`src/rtl/uart_rx_fifo.sv`:
```
// Receive-side buffer behind the UART receiver: acknowledges each byte and queues it with its FE tag.
// Optional: define UART_RX_FIFO_DROP_FE_EN to discard framing-error bytes instead of storing them.
`timescale 1ns/1ps
module uart_rx_fifo #(
  parameter int DATA_LENGTH = 8,
  parameter int DEPTH       = 16,
  parameter int CNT_W       = $clog2(DEPTH + 1)
) (
  input  logic                   clk,
  input  logic                   reset,
  input  logic [DATA_LENGTH-1:0] rx_data,
  input  logic                   rdrf,
  input  logic                   fe,
  output logic                   rdrf_clr,
  input  logic                   rd_en,
  output logic [DATA_LENGTH-1:0] rd_data,
  output logic                   rd_fe,
  output logic                   rd_valid,
  output logic                   full,
  output logic [CNT_W-1:0]       count,
  output logic                   overrun,
  input  logic                   overrun_clr
);

  localparam int PTR_W = $clog2(DEPTH);
  localparam logic [CNT_W-1:0] FULL_CNT = CNT_W'(DEPTH);
`ifdef UART_RX_FIFO_DROP_FE_EN
  localparam int MEM_W = DATA_LENGTH;
`else
  localparam int MEM_W = DATA_LENGTH + 1;
`endif

  typedef enum logic [1:0] {IDLE, CAPTURE, WAIT_LOW} state_t;

  state_t             state, next_state;
  logic               rdrf_m, rdrf_s;
  logic               capture;
  logic               pop, space, drop_fe, wr_en, ovr_set;
  logic [PTR_W-1:0]   wr_ptr, rd_ptr;
  logic [MEM_W-1:0]   mem [DEPTH];
  logic [MEM_W-1:0]   head;
  logic [MEM_W-1:0]   wr_word;

  always_ff @(posedge clk or posedge reset) begin
    if (reset) begin
      rdrf_m <= 1'b0;
      rdrf_s <= 1'b0;
    end else begin
      rdrf_m <= rdrf;
      rdrf_s <= rdrf_m;
    end
  end

  always_ff @(posedge clk or posedge reset) begin
    if (reset) state <= IDLE;
    else       state <= next_state;
  end

  always_comb begin
    next_state = state;
    capture    = 1'b0;
    rdrf_clr   = 1'b0;
    unique case (state)
      IDLE:     if (rdrf_s) next_state = CAPTURE;
      CAPTURE: begin
        capture    = 1'b1;
        rdrf_clr   = 1'b1;
        next_state = WAIT_LOW;
      end
      WAIT_LOW: if (!rdrf_s) next_state = IDLE;
      default:  next_state = IDLE;
    endcase
  end

`ifdef UART_RX_FIFO_DROP_FE_EN
  assign drop_fe = fe;
  assign wr_word = rx_data;
`else
  assign drop_fe = 1'b0;
  assign wr_word = {fe, rx_data};
`endif

  // A pop in the same cycle frees the slot, so a full FIFO can still accept.
  assign pop     = rd_en && rd_valid;
  assign space   = (count != FULL_CNT) || pop;
  assign wr_en   = capture && !drop_fe && space;
  assign ovr_set = capture && !drop_fe && !space;

  always_ff @(posedge clk) begin
    if (wr_en) mem[wr_ptr] <= wr_word;
  end

  always_ff @(posedge clk or posedge reset) begin
    if (reset) begin
      wr_ptr <= '0;
      rd_ptr <= '0;
      count  <= '0;
    end else begin
      if (wr_en) wr_ptr <= wr_ptr + 1'b1;
      if (pop)   rd_ptr <= rd_ptr + 1'b1;
      if (wr_en && !pop)      count <= count + 1'b1;
      else if (!wr_en && pop) count <= count - 1'b1;
    end
  end

  always_ff @(posedge clk or posedge reset) begin
    if (reset)            overrun <= 1'b0;
    else if (ovr_set)     overrun <= 1'b1;
    else if (overrun_clr) overrun <= 1'b0;
  end

  assign head     = mem[rd_ptr];
  assign rd_valid = (count != '0);
  assign full     = (count == FULL_CNT);
  assign rd_data  = rd_valid ? head[DATA_LENGTH-1:0] : '0;
`ifdef UART_RX_FIFO_DROP_FE_EN
  assign rd_fe    = 1'b0;
`else
  assign rd_fe    = rd_valid & head[DATA_LENGTH];
`endif

endmodule
```
`config.mk`:
```
export PLATFORM = sky130hd
export DESIGN_NAME = uart_rx_fifo
export DESIGN_NICKNAME = d
export VERILOG_FILES = /design/src/rtl/uart_rx_fifo.sv
export SDC_FILE = /design/constraint.sdc
export NUM_CORES = 1
export LEC_CHECK = 0
export BUFFER_PORTS_ARGS = -buffer_cell sky130_fd_sc_hd__buf_4
export CAP_MARGIN = 20
export CORE_ASPECT_RATIO = 0.5
export CORE_MARGIN = 10
export CORE_UTILIZATION = 45
export CTS_CLUSTER_DIAMETER = 80
export CTS_CLUSTER_SIZE = 14
export DETAILED_ROUTE_END_ITERATION = 8
export PLACE_DENSITY = 0.63
export RECOVER_POWER = 100
export SYNTH_ARGS = -nofsm -noshare
export SYNTH_HDL_FRONTEND = slang
export SYNTH_SLANG_ARGS = --single-unit
export TNS_END_PERCENT = 5
```
`constraint.sdc`:
```
create_clock -name clk -period 3.3 [get_ports clk]
set_input_delay 0.66 -clock clk [delete_from_list [all_inputs] [get_ports clk]]
set_output_delay 0.66 -clock clk [all_outputs]
set_load 0.03 [all_outputs]
```
==> impl_metrics.env <==
export IMPL_status="finished, final reports clean"
export IMPL_final_instance_count_excl_fill=592
export IMPL_worstSetupPathDepth=6
export IMPL_layout_common_cells="edfxtp_1, clkbuf_1, mux4_2, mux4_1, dfrtp_1"
export IMPL_worst_setup_path_end_kind="output port"
export IMPL_cts_sinks=162
export IMPL_cts_inserted_buffers=17
export IMPL_critical_path_class="reg -> out"
export IMPL_drive_gt1_share_pct=20.05
export IMPL_grt_max_degree=40
export IMPL_cp_buffers_inverters=2
export IMPL_finish_instance_area_sq_mm=0.007629
export IMPL_setup_worst_path_end="rd_fe"
export IMPL_clk_path_buf_depth=2
export IMPL_remaining_drc_errors=0
export IMPL_rr_worst_depth=10
export IMPL_first_pass_iters=4
export IMPL_core_sq_mm=0.01451
export IMPL_die_h_um=106.1
export IMPL_route_antenna_remaining_nets=0
export IMPL_layout_commonest_cell="edfxtp_1"
export IMPL_final_max_slew_violation_count=0
export IMPL_floorplan_initialDensity_pct=46.00
export IMPL_p_total_mw=6.810
export IMPL_root_buffer="clkbuf_16"
export IMPL_kind_of_cell_with_the_highest_combined_delay_on_the_critical_path="multiplexers"
export IMPL_postSynthAreaPerCell_sq_um=19.80
export IMPL_rsz0062_at_grt="false"
export IMPL_grt_pass1_vias=3438
export IMPL_h_tree_depth=4
export IMPL_yosysSeqAreaShare_pct=71.55
export IMPL_rrSetupSlack_ns=0.29
export IMPL_globalRouteMet3Util_pct=3.914
export IMPL_wire_per_inst_um=21.48
export IMPL_synth_fp_nets=361
export IMPL_crit_slowest_cell="mux4_1"
export IMPL_grt_busiest_layer="met2"
export IMPL_synth_warning_count=0
export IMPL_drv_max_cap_violation_count=0
export IMPL_design_die_area_sq_mm=0.02039
export IMPL_setup_total_negative_slack_ns=0
export IMPL_tritoncts_clock_tree="yes"
export IMPL_regToRegStartpoint="count[0]$_DFFE_PP0P_"
export IMPL_area_growth_synth_to_final_pct=14.33
export IMPL_ys_dominant_reg_cell="edfxtp_1"
export IMPL_timing_hold_violations_final=0
export IMPL_worst_r2r_endpoint="count[4]$_DFFE_PP0P_"
export IMPL_tightestPinTransition_ns=0.8663
export IMPL_clock_transition_time_at_the_flip_flop_clock_pins_of_the_worst_setup_and_hold_paths_ns=0.06
export IMPL_post_synth_inst_count=337
export IMPL_hold_class="in -> async"
export IMPL_layout_core_utilization_pct=52.59
export IMPL_drt_vias_per_instance=5.448
export IMPL_placement_io_buffers=31
export IMPL_n_antenna_cell=0
export IMPL_timing_critical_path_from="rd_ptr[1]$_DFFE_PP0P_"
export IMPL_peakVddDrop_mv=0.5386
export IMPL_crit_path_start_kind="register"
export IMPL_antenna_found_initial=0
export IMPL_drt_first_iter_violations=261
export IMPL_global_route_overflow_total=0
export IMPL_insertion_delay_ns=0.42
export IMPL_gr_usage_all_layers_pct=13.03
export IMPL_worstPathCellList="buf_12 > mux4_1 > mux2_2 > o21ai_1 > a21oi_1 > clkbuf_2"
export IMPL_slew_limit_headroom_pct=42.21
export IMPL_max_stage_delay_ns=0.60
export IMPL_finalNetCount=405
export IMPL_asyncSetResetFlopFracSynth_pct=11.11
export IMPL_std_cell_rows=31
export IMPL_finalClockSkew_ns=0.01877
export IMPL_critPathArrivalTime_ns=2.44
export IMPL_synth_seq_cells=162
export IMPL_gp_congestion=0.7278
export IMPL_grt_first_pass_wirelength_um=19640
export IMPL_total_leakage_power_nw=2.611
export IMPL_finalWirelength_um=12720
export IMPL_route_vias_total=3225
export IMPL_global_route_usage_met1_pct=17.27
export IMPL_setup_violations_final=0
export IMPL_max_freq_ghz=0.3226
export IMPL_finalCritPeriodShare_pct=93.93
export IMPL_critical_path_peak_fanout=39
export IMPL_dpl_hpwl_um=8088
export IMPL_global_route_met2_utilization_pct=20.20
export IMPL_detailed_place_area_sq_mm=0.007132
export IMPL_placed_instances=560
export IMPL_synth_edf_count=144
export IMPL_power_density_mw_per_mm2=892.7
export IMPL_mappedNetlistArea_sq_mm=0.006673
export IMPL_yosysUniqueCellTypes=43
export IMPL_crit_required_ns=2.64
export IMPL_dieWidth_um=192.2
export IMPL_timing_final_crit_period_ns=3.100
export IMPL_ioPinCount=32
[cells by family after synthesis]
group,Yosys count,share of synthesized area [%]
compound gates,31,2.756
xor+xnor,9,1.181
fa+ha+maj,10,1.988
buf+inv,25,2.569
flops,162,71.55
mux,56,16.37
simple gates,44,3.582
[worst min path at each step]
stage | to | slack (ns) | cells after the start
after floorplan | rdrf_s$_DFF_PP0_ | 0.33 | 0
after CTS | rdrf_m$_DFF_PP0_ | 0.33 | 1
after global placement | rdrf_s$_DFF_PP0_ | 0.34 | 0
after global routing | rdrf_m$_DFF_PP0_ | 0.35 | 1
after detailed placement | rdrf_s$_DFF_PP0_ | 0.34 | 0
final | count[1]$_DFFE_PP0P_ | 0.35 | 2
[routing by layer]
metal | up-vias | part of all wire (%) | wire, um
li1 | 1465 | - | -
met1 | 1644 | 44 | 5561
met2 | 108 | 47 | 6025
met3 | 8 | 8.1 | 1035
met4 | 0 | 0.73 | 93
met5 | - | 0 | 0
[layout make-up]
type                       count  area (sq um)
tap                          198         247.7
multi-input combinational    150          1744
sequential                   162          4775
fill                        1161          6878
timing repair buffer          42         239.0
inverter                       8         30.03
clock buffer                  17         425.4
clock inverter                15         167.7
[power breakdown]
group	total (mW)	leakage, nW	switching [mW]	internal [mW]
Combinational	2.23	0.808	1.26	0.966
Sequential	2.63	1.51	0.210	2.42
Clock	1.95	0.288	0.818	1.13
Total	6.81	2.61	2.29	4.52
[sequential cells by signal (all words and copies together) (netlist names)]
signal   cells
wr_ptr       4
mem        144
state        2
overrun      1
rdrf_s       1
rd_ptr       4
count        5
rdrf_m       1
[worst reg2reg max path, cell delays in order (launching register included)]
cell       delay [ns]
dfrtp_1          0.47
nor4_4           0.38
a31o_4           0.27
inv_2            0.09
ha_1             0.22
inv_1            0.17
ha_1             0.31
a21o_1           0.20
a2111oi_0        0.40
a31oi_1          0.07
a221o_1          0.32
[cells in the mapped netlist (2+ instances only)]
master    number  share of area [%]
ha_1           9                1.7
xnor2_1        8                1.1
mux2i_1        9                1.4
mux2_2        10                1.7
mux4_2        18                6.1
buf_4          3               0.34
edfxtp_1     144                 65
and2_1         5               0.47
nor2_1         6               0.34
a21oi_1       10               0.75
dfrtp_1       18                6.8
nand2_1        9               0.51
mux4_1        18                7.1
nor3_1         5               0.37
inv_1          7               0.39
buf_6          4               0.67
o21ai_0        3               0.22
clkbuf_1       3               0.17
a21o_1         3               0.34
clkbuf_8       2               0.41
buf_2          4               0.30
o21ai_1        9               0.67
nand3_1        6               0.45
and3_1         5               0.47
[what timing repair did]
action	CTS	global route
buffers inserted	0	0
endpoints found under the setup margin	0	1
resized for setup	0	2
hold buffers	0	0
[per-stage QoR]
| stage | setup slack [ns] | hold WS [ns] |
|---|---|---|
| 4_1_cts | 0.1454 | 0.3331 |
| 6_report | 0.2003 | 0.3475 |
| 2_1_floorplan | 0.3014 | 0.3312 |
| 3_5_place_dp | 0.1593 | 0.3411 |
| 3_3_place_gp | 0.2055 | 0.3363 |
| 5_1_grt | 0.05513 | 0.3495 |
No activity file was read; power rests on OpenSTA's default activity.
